**src/rtl/grf_writeback.sv**
```systemverilog
// -----------------------------------------------------------------------------
// grf_writeback
//
// Writeback stage fused with the 32 x DATA_W general register file.
//
// The block decodes the W-stage write-enable and the two select codes into a
// final write address and write data. It commits at most one write per rising
// clk edge. Two combinational read ports serve the D stage. Register 0 always
// reads as zero and is never written.
//
// Configuration macro:
//   GRF_BYPASS_EN  When defined, a read port whose address matches a pending
//                  write returns the write data in the same cycle
//                  (write-through). When undefined, the port returns the
//                  stored value until the edge.
//
// Ports:
//   clk        in   1       system clock, rising edge
//   reset      in   1       asynchronous reset, active low
//   W_GRF_WE   in   1       W-stage register write enable
//   s_W_Wdata  in   2       write-data select: 00/11 ALU, 01 DM, 10 PC+link offset
//   s_W_Wreg   in   2       write-address select: 00 rd, 01 rt, 10 RA_REG, 11 none
//   W_rt       in   5       instruction rt field
//   W_rd       in   5       instruction rd field
//   W_ALU_out  in   DATA_W  ALU result
//   W_DM_out   in   DATA_W  data-memory load result
//   W_PC       in   32      PC of the W-stage instruction
//   D_A1/D_A2  in   5       read addresses
//   D_RD1/D_RD2 out DATA_W  read data
//   W_Waddr    out  5       resolved write address (0 = no commit)
//   W_Wdata    out  DATA_W  resolved write data (for forwarding)
//   wb_cnt     out  32      count of committed writes to non-zero registers
// -----------------------------------------------------------------------------
module grf_writeback #(
    parameter int DATA_W      = 32,
    parameter int RA_REG      = 31,
    parameter int PC_LINK_OFF = 8
) (
    input  logic              clk,
    input  logic              reset,
    input  logic              W_GRF_WE,
    input  logic [1:0]        s_W_Wdata,
    input  logic [1:0]        s_W_Wreg,
    input  logic [4:0]        W_rt,
    input  logic [4:0]        W_rd,
    input  logic [DATA_W-1:0] W_ALU_out,
    input  logic [DATA_W-1:0] W_DM_out,
    input  logic [31:0]       W_PC,
    input  logic [4:0]        D_A1,
    input  logic [4:0]        D_A2,
    output logic [DATA_W-1:0] D_RD1,
    output logic [DATA_W-1:0] D_RD2,
    output logic [4:0]        W_Waddr,
    output logic [DATA_W-1:0] W_Wdata,
    output logic [31:0]       wb_cnt
);

    // Entry 0 is held at zero by reset and never written, so it is a constant.
    logic [DATA_W-1:0] rf_q [32];
    logic [31:0]       wb_cnt_q, wb_cnt_d;
    logic [4:0]        cand_addr;
    logic [31:0]       link_data;
    logic              commit;

    assign link_data = W_PC + 32'(PC_LINK_OFF);

    always_comb begin
        // NOTE: every always_comb output gets a default first, so no path can leave it unassigned and infer a latch.
        cand_addr = '0;
        W_Wdata   = W_ALU_out;
        case (s_W_Wreg)
            2'b00:   cand_addr = W_rd;
            2'b01:   cand_addr = W_rt;
            2'b10:   cand_addr = 5'(RA_REG);
            default: cand_addr = '0;
        endcase
        case (s_W_Wdata)
            2'b01:   W_Wdata = W_DM_out;
            2'b10:   W_Wdata = DATA_W'(link_data);
            default: W_Wdata = W_ALU_out;
        endcase
    end

    assign W_Waddr  = W_GRF_WE ? cand_addr : 5'd0;
    // A zero address covers both "write disabled" and "write to r0": both are dropped.
    assign commit   = (W_Waddr != 5'd0);
    assign wb_cnt_d = commit ? wb_cnt_q + 32'd1 : wb_cnt_q;
    assign wb_cnt   = wb_cnt_q;

    // NOTE: the register file must clear asynchronously, so it is built from resettable flops rather than a RAM macro.
    always_ff @(posedge clk or negedge reset) begin
        if (!reset) begin
            for (int i = 0; i < 32; i++) begin
                rf_q[i] <= '0;
            end
            wb_cnt_q <= '0;
        end else begin
            // NOTE: sequential state uses non-blocking assignments so every flop samples pre-edge values.
            if (commit) begin
                rf_q[W_Waddr] <= W_Wdata;
            end
            wb_cnt_q <= wb_cnt_d;
        end
    end

    always_comb begin
        D_RD1 = (D_A1 == 5'd0) ? '0 : rf_q[D_A1];
        D_RD2 = (D_A2 == 5'd0) ? '0 : rf_q[D_A2];
`ifdef GRF_BYPASS_EN
        // Write-through. Gated by reset so the ports read zero while reset is asserted.
        // commit already excludes address 0.
        if (reset && commit && (D_A1 == W_Waddr)) D_RD1 = W_Wdata;
        if (reset && commit && (D_A2 == W_Waddr)) D_RD2 = W_Wdata;
`endif
    end

endmodule

```
**config.mk**
```make
export PLATFORM = sky130hd
export DESIGN_NAME = grf_writeback
export DESIGN_NICKNAME = d
export VERILOG_FILES = /design/src/rtl/grf_writeback.sv
export SDC_FILE = /design/constraint.sdc
export NUM_CORES = 2
export LEC_CHECK = 0
export ABC_AREA = 1
export CELL_PAD_IN_SITES_DETAIL_PLACEMENT = 1
export CELL_PAD_IN_SITES_GLOBAL_PLACEMENT = 1
export CORE_UTILIZATION = 45
export DETAILED_ROUTE_END_ITERATION = 16
export DONT_BUFFER_PORTS = 1
export MAX_ROUTING_LAYER = met4
export PLACE_DENSITY_LB_ADDON = 0.1
export SLEW_MARGIN = 0
export SYNTH_ARGS = -nofsm -noshare
export SYNTH_HDL_FRONTEND = slang
export SYNTH_SLANG_ARGS = --single-unit
```
**constraint.sdc**
```tcl
create_clock -name clk -period 2.2 [get_ports clk]
set_input_delay 0.33 -clock clk [delete_from_list [all_inputs] [get_ports clk]]
set_output_delay 0.33 -clock clk [all_outputs]
set_load 0.005 [all_outputs]
```
==> summary.txt <==
worst-case clock buffer depth: 3
# Max-Cap Violations: 0
worst-skew pair later-pin latency: 780 ps
Yosys top cell by area: dfrtp_1
post-synthesis net count: 9456
Post-DP Area: 68100 um2
CTS buffer count: 132
cell count after synthesis: 9329
Routed WL: 308.1 mm
Rel. slew slack: -27.56%
top cell type's share of synthesized area: 42.16%
first-pass GRT wire length: 452.5 mm
root buf cell: clkbuf_16
pin count of the biggest net entering global routing: 622
Setup TNS Final: -45640 ps
Clk pin slew, worst setup/hold paths: 60 ps
# hold bufs at CTS: 2
IO Pins: 256
Placer Congestion: 0.9653
part of the power in combinational logic: 26.1%
Die X: 375.2 um
initial antenna violation count: 8
leakage power: 36.71 nW
full die area: 140800 um2
Core Box Area: 137800 um2
final hold violations: 242
Final HPWL DP: 180.4 mm
initial core utilization: 45.48%
Peak VDD IR: 0.5885 mV
minimum clock period: 3426 ps
Final ANT Viol Nets: 0
hold slack: -741.1 ps
CP Launch Type: input pin
Avg WL per Cell: 27.43 um
synthesized cell area: 62680 um2
vias in the first global route: 72159
max-slew violations: 351
Vias/cell: 6.368
Cell variety after synth: 40
Setup CP Type: input pin to output port
number of synthesized register bits: 1056
achievable frequency: 291.9 MHz
CTS tree: done
total track usage: 43.32%
Iteration-0 DRC Markers: 8575
clock skew: 5.134 ps
post-synthesis sequential area ratio: 42.16%
Internal: 45.00 mW
Rows: 136
H-Tree Depth: 4
synth warn: 0
RSZ-0062 raised after global routing: yes
drt pass-1 iters: 8
crit share post-route: 155.7%
switch share: 35.10%
failing checks: negative hold slack, max-slew violations, negative setup slack
Worst EP required: 1870 ps
P&R area growth vs syn: 22.56%
sequential power share: 40.7%
Slew @ Worst Pin: 1913 ps
Final setup viols: 64
DR vias: 71527
Layout Nets: 9459
CP max FO: 622
outcome: finished, violations left
Power Total: 69.34 mW
grt ovf: 0
PD cells: 902.6 nW/um2
Min-Delay Path Class: input pin to async pin
die height: 375.2 um
Net Switching: 24.34 mW
Syn Area/Cell: 6.719 um2
clock share of power: 33.1%
endpoint class of the critical path: output port
Crit path arrival time: 3100 ps
design area: 76820 um2
Synth area leaders: dfrtp_1 42%, nand2_1 19%, nand3_1 10%, o21ai_0 8.3%, nor2_1 4.7%
pre-CTS WS: -537.2 ps
share of cells above drive strength 1: 16.68%
final worst slack: -1226 ps
clk sinks: 1056
IO buf count: 0
drt drc: 0
==> final cells by class <==
| cell class | count | area [um2] |
|---|---|---|
| fillers | 17337 | 61010 |
| multi-input cells | 7078 | 33820 |
| flip-flops and latches | 1056 | 26430 |
| repair buffers | 692 | 8363 |
| clock buffers | 200 | 4040 |
| well taps | 1794 | 2245 |
| inverters | 371 | 1469 |
| clock inverters | 34 | 420.4 |
| diodes | 7 | 17.52 |
| repair inverters | 1 | 16.27 |
==> power groups by stage <==
stage                     Clock (mW)  Combinational (mW)  Sequential [mW]
final                           23.0                18.1             28.2
after detailed placement           0                15.3             28.1
after global placement             0                14.5             27.9
after global routing            23.7                19.9             28.7
after CTS                       23.0                16.7             27.9
after floorplan                    0                10.4             27.0
==> sequential cells by signal, indices dropped and copies added (netlist names) <==
name	count
rf_q	1024
wb_cnt	32
==> through the flow <==
| step | hold slack, ps | util (%) | instances |
|---|---|---|---|
| final | -741.1 | 55.73 | 11233 |
| after CTS | -767.4 | 54.02 | 11151 |
| after floorplan | 34.41 | - | 9329 |
| after detailed placement | 45.93 | 49.41 | 10851 |
| after global routing | -756.0 | 55.73 | 11233 |
| after global placement | 44.28 | 49.41 | 10851 |
==> cell families after synthesis <==
| group | count (synthesis) | synth area share, % |
|---|---|---|
| DFF | 1056 | 42.16 |
| AOI/OAI and AO/OA | 1681 | 13.98 |
| xor gates and xnor gates | 26 | 0.3633 |
| and+or+nand+nor | 5367 | 35.37 |
| buffers and inverters | 1195 | 8.052 |
| adders and majority gates | 4 | 0.07985 |
==> cells in the mapped netlist, drive strengths merged <==
cell and n:
a21boi 16, a21o 1, a21oi 435, a31oi 3
and2 3, and3 6, buf 391, clkbuf 433
clkinv 2, dfrtp 1056, ha 4, inv 369
nand2 3212, nand3 1271, nand3b 4, nand4 6
nor2 817, nor3 21, o211ai 81, o21ai 1074
o21bai 3, o221ai 3, o22ai 65, or2 27
xnor2 10, xor2 16
==> layer usage <==
metal | part of all wire [%] | vias up | global-route usage, % | wire, um
met5 | 0 | - | - | 0
met4 | 5.1 | 0 | 19.06 | 15780
met3 | 11 | 1044 | 9.538 | 33310
met2 | 45 | 4335 | 65.39 | 137600
met1 | 39 | 35836 | 55.81 | 121400
li1 | - | 30312 | - | -
==> layout by cell type (no fill, tap or decap), drive strengths merged <==
master / synthesis / routed
a21boi: 16 / 16
a21o: 1 / 1
a21oi: 435 / 435
a31oi: 3 / 3
and2: 3 / 3
and3: 6 / 6
buf: 391 / 677
bufinv: 0 / 9
clkbuf: 433 / 213
clkinv: 2 / 21
clkinvlp: 0 / 5
dfrtp: 1056 / 1056
diode: 0 / 7
dlygate4sd3: 0 / 2
ha: 4 / 4
inv: 369 / 371
nand2: 3212 / 3212
nand3: 1271 / 1271
nand3b: 4 / 4
nand4: 6 / 6
nor2: 817 / 817
nor3: 21 / 21
o211ai: 81 / 81
o21ai: 1074 / 1074
o21bai: 3 / 3
o221ai: 3 / 3
o22ai: 65 / 65
or2: 27 / 27
xnor2: 10 / 10
xor2: 16 / 16
==> worst paths after layout <==
kind | from | slack (ps) | depth (start not counted) | end
max | D_A2[0] | -1230 | 14 | D_RD2[28]
min | reset | -740 | 0 | rf_q[708]$_DFFE_PN0P_
max reg2reg | rf_q[899]$_DFFE_PN0P_ | 100 | 14 | rf_q[899]$_DFFE_PN0P_
min reg2reg | rf_q[1001]$_DFFE_PN0P_ | 380 | 0 | rf_q[1001]$_DFFE_PN0P_
max in group asynchronous | reset | 300 | 3 | rf_q[37]$_DFFE_PN0P_
min in group clk | W_ALU_out[3] | 50 | 3 | rf_q[355]$_DFFE_PN0P_
==> worst max-delay path, stage by stage <==
cell	delay, ps
clkinv_16	390
buf_12	210
buf_16	180
buf_12	130
nand2_1	80
nand3_2	90
nand3_1	90
nand2_2	130
nand2_1	60
nand2_1	60
o21ai_1	50
buf_4	180
nor2_4	110
buf_6	120
==> timing repair <==
action	4_1_cts	5_1_grt
endpoints found under the hold margin	351	242
pin swaps	266	224
setup buffers	76	60
gates cloned	0	20
gates resized for setup	575	452
endpoints found under the setup margin	64	196
(Power assumes the default switching activity.)
